===== src/rtl/array_responder_pkg.sv =====
// Shared definitions for the Array channel responder and its initiators.
package array_responder_pkg;

    localparam int unsigned ADDR_W_DEF = 8;
    localparam int unsigned INT_W_DEF  = 8;

    // Request payload as seen on the Array channel at default widths.
    typedef struct packed {
        logic [ADDR_W_DEF-1:0] addr;
        logic                  we;
        logic [INT_W_DEF-1:0]  di;
    } array_req_t;

    function automatic int unsigned depth_of(input int unsigned addr_w);
        return 32'(1) << addr_w;
    endfunction

endpackage


===== src/rtl/array_responder_ram_sp.sv =====
// Single-port RAM: synchronous write, combinational read port, no reset.
module ram_sp
    import array_responder_pkg::*;
#(
    parameter int unsigned addrN = ADDR_W_DEF,
    parameter int unsigned intN  = INT_W_DEF
) (
    input  logic             clk,
    input  logic             we,
    input  logic [addrN-1:0] addr,
    input  logic [intN-1:0]  di,
    output logic [intN-1:0]  dout
);

    localparam int unsigned DEPTH = depth_of(addrN);

    logic [intN-1:0] mem [DEPTH];

    always_ff @(posedge clk) begin
        if (we) begin
            mem[addr] <= di;
        end
    end

    // Read data is captured by the responder's output register.
    assign dout = mem[addr];

endmodule


===== src/rtl/array_responder.sv =====
// Array channel responder: one request per two cycles over a single-port RAM,
// with an optional post-reset clear sweep. Read data is presented on dout.
module array_responder
    import array_responder_pkg::*;
#(
    parameter int unsigned addrN = ADDR_W_DEF,
    parameter int unsigned intN  = INT_W_DEF,
    parameter bit          CLEAR = 1'b1
) (
    input  logic             clk,
    input  logic             nrst,
    input  logic [addrN-1:0] addr,
    input  logic             we,
    input  logic [intN-1:0]  di,
    input  logic             valid,
    output logic [intN-1:0]  dout,
    output logic             ready,
    output logic             init_done
);

    typedef enum logic [1:0] {
        ST_CLEAR,
        ST_IDLE,
        ST_BUSY
    } state_t;

    localparam state_t           ST_RESET = CLEAR ? ST_CLEAR : ST_IDLE;
    localparam logic [addrN-1:0] CNT_LAST = '1;

    state_t           state;
    state_t           state_next;
    logic [addrN-1:0] clr_cnt;
    logic             ram_we;
    logic [addrN-1:0] ram_addr;
    logic [intN-1:0]  ram_di;
    logic [intN-1:0]  ram_rdata;
    logic             rd_load;

    // Next state and RAM port muxing between the clear sweep and requests.
    always_comb begin
        state_next = state;
        ram_we     = 1'b0;
        ram_addr   = addr;
        ram_di     = di;
        rd_load    = 1'b0;
        case (state)
            ST_CLEAR: begin
                ram_we   = 1'b1;
                ram_addr = clr_cnt;
                ram_di   = '0;
                if (clr_cnt == CNT_LAST) begin
                    state_next = ST_IDLE;
                end
            end
            ST_IDLE: begin
                if (valid) begin
                    state_next = ST_BUSY;
                    ram_we     = we;
                    rd_load    = !we;
                end
            end
            ST_BUSY: begin
                // valid is deliberately ignored: the initiator retires here.
                state_next = ST_IDLE;
            end
            default: begin
                state_next = ST_IDLE;
            end
        endcase
    end

    always_ff @(posedge clk or negedge nrst) begin
        if (!nrst) begin
            state <= ST_RESET;
        end else begin
            state <= state_next;
        end
    end

    always_ff @(posedge clk or negedge nrst) begin
        if (!nrst) begin
            clr_cnt <= '0;
        end else if (state == ST_CLEAR) begin
            clr_cnt <= clr_cnt + addrN'(1);
        end
    end

    // Registered outputs; dout only moves on an accepted read.
    always_ff @(posedge clk or negedge nrst) begin
        if (!nrst) begin
            dout      <= '0;
            ready     <= 1'b0;
            init_done <= 1'b0;
        end else begin
            if (rd_load) begin
                dout <= ram_rdata;
            end
            ready     <= (state_next == ST_BUSY);
            init_done <= (state_next != ST_CLEAR);
        end
    end

    ram_sp #(
        .addrN (addrN),
        .intN  (intN)
    ) u_ram (
        .clk  (clk),
        .we   (ram_we),
        .addr (ram_addr),
        .di   (ram_di),
        .dout (ram_rdata)
    );

endmodule


===== config.mk =====
export PLATFORM = sky130hd
export DESIGN_NAME = array_responder
export DESIGN_NICKNAME = d
export VERILOG_FILES = /design/src/rtl/array_responder_pkg.sv /design/src/rtl/array_responder_ram_sp.sv /design/src/rtl/array_responder.sv
export SDC_FILE = /design/constraint.sdc
export NUM_CORES = 2
export LEC_CHECK = 0
export CAP_MARGIN = 10
export CORE_MARGIN = 4
export CORE_UTILIZATION = 47
export CTS_BUF_LIST = sky130_fd_sc_hd__clkbuf_8
export DETAILED_ROUTE_END_ITERATION = 16
export MAX_ROUTING_LAYER = met4
export PLACE_DENSITY_LB_ADDON = 0.08
export SYNTH_ARGS = -nofsm -noshare
export SYNTH_HDL_FRONTEND = slang
export SYNTH_SLANG_ARGS = --single-unit

===== constraint.sdc =====
create_clock -name clk -period 11.4 [get_ports clk]
set_clock_uncertainty 0.2 [all_clocks]
set_input_delay 1.14 -clock clk [delete_from_list [all_inputs] [get_ports clk]]
set_output_delay 1.14 -clock clk [all_outputs]
set_load 0.01 [all_outputs]

==> impl_results.md <==
* Area Overhead vs Synth at 10.7%
* EDFF count, synth at between 2k and 2.5k
* CP max-delay cell: buf_4
* Initial drt markers at 6793
* Site Rows at between 100 and 150
* Setup bufs post-CTS at 0
* CP peak stage delay at 810 ps
* I/O Buffers at 29
* Pwr Total at 14100 uW
* Crit path buffers/inverters at 2
* RSZ-0062 raised after global routing: no
* Final setup fails at 0
* Tot GR Track Use at 0.269
* # hold bufs at CTS at 0
* CP required at about 12000 ps
* Synthesized area at 76900 um^2
* Layout Cells excl Fill at 7128
* Highest routed layer: met4
* Cells along the critical path: nor4bb_1 > a31o_4 > buf_4 > buf_4 > a222oi_1 > and3_1 > a31oi_1 > a31oi_1 > a21oi_1 > nand3_1 > a41oi_1
* Post-route ant nets at 0
* Final WL at approximately 220000 um
* FFs w/ async S/R, synth at 0.00967
* Multi-input gate area at 13200 um^2
* Layout cell share with drive strength beyond 1 at 0.106
* Vias in the first global route at 44.0k
* Global-route wire length before repair at 322000 um
* Register area at 62000 um^2
* Post-cts repair resize count at 0
* DIE HEIGHT at 413 um
* Met3 Routed Length at 17800 um
* M1 wire length at 95100 um
* Status: finished, final reports clean
* Clk root buf: clkbuf_8
* Core footprint at 163000 um^2
* Max-cap violations at 0
* Net Sw Power at 2890 uW
* Slew Viols, Final at 0
* Fin. Hold Viols at 0
* Distinct cells, synth at 54
* Post-route DRC at 0
* VDD IR max at 95.6 uV
* Post-synthesis sequential area ratio at 0.806
* Clock transition at path regs at 60 ps
* DRT Pass-1 Iters at 10
* P_int at ~11000 uW
* Grt ovf at 0
* Initial Util at 0.473
* H-tree depth at 5
* Met2 wire length at around 110000 um
* Rel. slew slack at 0.131
* YS warnings at 0
* FILL cells at ~13k
* Placed Cells at roughly 6.5k
* Post-layout net count at ~4.7k
* CP Launch Type: register
* Measured slew at the worst slew-check pin at between 1000 and 1500 ps
* Pwr Density at 165 nW/um^2
* TritonCTS clock tree: built
* Sw frac at 0.205
* Main synth FF type: edfxtp_1
* #FFs+latches synth at 2068
* Register share of total power at 0.585
* Hold crit path type: in -> async
* Delay-heaviest family, CP: compound AO/OA/AOI/OAI gates
* Num CTS Buffers at 350
* DP Worst Slack at 5550 ps
* Via count at 45.0k
* Worst-Skew Late Latency at between 1000 and 1500 ps
* Syn_nets at 4586
* LEAKAGE at around 0.022 uW
* Largest net degree at the start of global routing at 200
* CP endpoint kind: register
* WL/cell at 31.5 um
* Clk buf depth at 4
* Cells after Synth at 4565
* Die width at 413 um
* Clk network pwr share at 0.414
* Syn avg cell area at 16.8 um^2
* Vias/cell at 6.32
* Crit Path Class: reg -> reg
* Crit-path max FO at 65
* Final HPWL DP at 124000 um
* CTS sink cnt at 2068
* Post-route minimum period at 4990 ps
* Initial antenna violation count at 6
* Final Cycle Share at 0.438
* TNS Setup at 0 ps
* GPL Wtd Cong at around 0.8
* Final WS setup at 6410 ps
* Io pins at 30
* Comb power frac at 0.001
* Fmax at between 200 and 250 MHz
* Die ar. at 170000 um^2
* Critical Path AT at 5720 ps
==> path summary, 6_finish.rpt <==
kind | start | to | slack (ps) | cells past startpoint
max | state[0]$_DFF_PN0_ | dout[5]$_DFFE_PN0P_ | 6410 | 11
min | nrst | clr_cnt[7]$_DFFE_PN0P_ | 340 | 2
max reg2reg | state[0]$_DFF_PN0_ | dout[5]$_DFFE_PN0P_ | 6410 | 11
min reg2reg | clr_cnt[7]$_DFFE_PN0P_ | clr_cnt[7]$_DFFE_PN0P_ | 340 | 1
max in group asynchronous | nrst | dout[7]$_DFFE_PN0P_ | 10310 | 2
min in group clk | clr_cnt[7]$_DFFE_PN0P_ | clr_cnt[7]$_DFFE_PN0P_ | 340 | 1
==> layout by cell type (no fill, tap or decap), types with 15 or more instances in the layout <==
cell type	instances
inv_1	124
nand2_1	513
nand3_1	380
a21oi_1	16
a31oi_1	104
buf_4	81
and3_1	29
dfrtp_1	20
a311oi_1	26
a222oi_1	433
nor2_1	267
clkdlybuf4s50_1	29
nand4_1	112
a22oi_1	162
clkinv_1	77
clkbuf_8	361
clkinv_2	26
buf_12	15
edfxtp_1	2048
==> state kept, by name, indices dropped and copies added, names as in the netlist <==
name and cells:
init_done 1, u_ram.mem 2048, clr_cnt 8, ready 1
state 2, dout 8
==> cell usage after synthesis (26+ instances only) <==
library cell     n  share of area
buf_4           52         0.0051
and3_1          29         0.0024
nand4_1        112         0.0091
nand2_1        521          0.025
nand3_1        380          0.025
a22oi_1        162          0.016
nor2_1         270          0.013
a222oi_1       433          0.056
a31oi_1        104         0.0085
clkbuf_1        79         0.0039
edfxtp_1      2048           0.80
a311oi_1        26         0.0030
buf_2          174          0.011
==> metal layers <==
metal / global-route usage / vias up
li1: - / 19100
met1: 0.381 / 23300
met2: 0.403 / 2205
met3: 0.0467 / 378
met4: 0.0791 / 0
met5: - / -
==> cells by family after synthesis <==
family	Yosys count	synth area share
and+or+nand+nor	1353	0.0785
DFF	2068	0.806
muxes	6	0.000862
xor gates and xnor gates	7	0.000797
buffers and inverters	340	0.0239
adders and majority gates	1	0.000163
AOI/OAI and AO/OA	790	0.0897
==> metrics by stage <==
stage | hold WS (ps) | area (um^2) | utilization
2_1_floorplan | 275 | 76900 | -
3_3_place_gp | 318 | 79100 | 0.486
3_5_place_dp | 320 | 79200 | 0.486
4_1_cts | 232 | 85100 | 0.523
5_1_grt | 277 | 85100 | 0.523
6_report | 337 | 85100 | 0.523
==> power by group through the flow <==
stage / clock network, uW / logic, uW / registers, uW
floorplan: 0 / 0.630 / 8390
global route: 6310 / 13.1 / 8220
detailed placement: 0 / 12.5 / 8390
CTS: 5940 / 12.6 / 8230
global placement: 0 / 12.5 / 8390
finish: 5830 / 12.4 / 8230
==> final cells by class <==
cell class                      count  share of cell area
Sequential cell                  2068               0.728
Multi-Input combinational cell   2157               0.155
Clock buffer                      361              0.0584
Tap cell                         2175              0.0320
Timing Repair Buffer              126              0.0142
Clock inverter                    232              0.0114
Antenna cell                        8            0.000235
Inverter                            1           0.0000441
No activity file was read; power rests on OpenSTA's default activity.
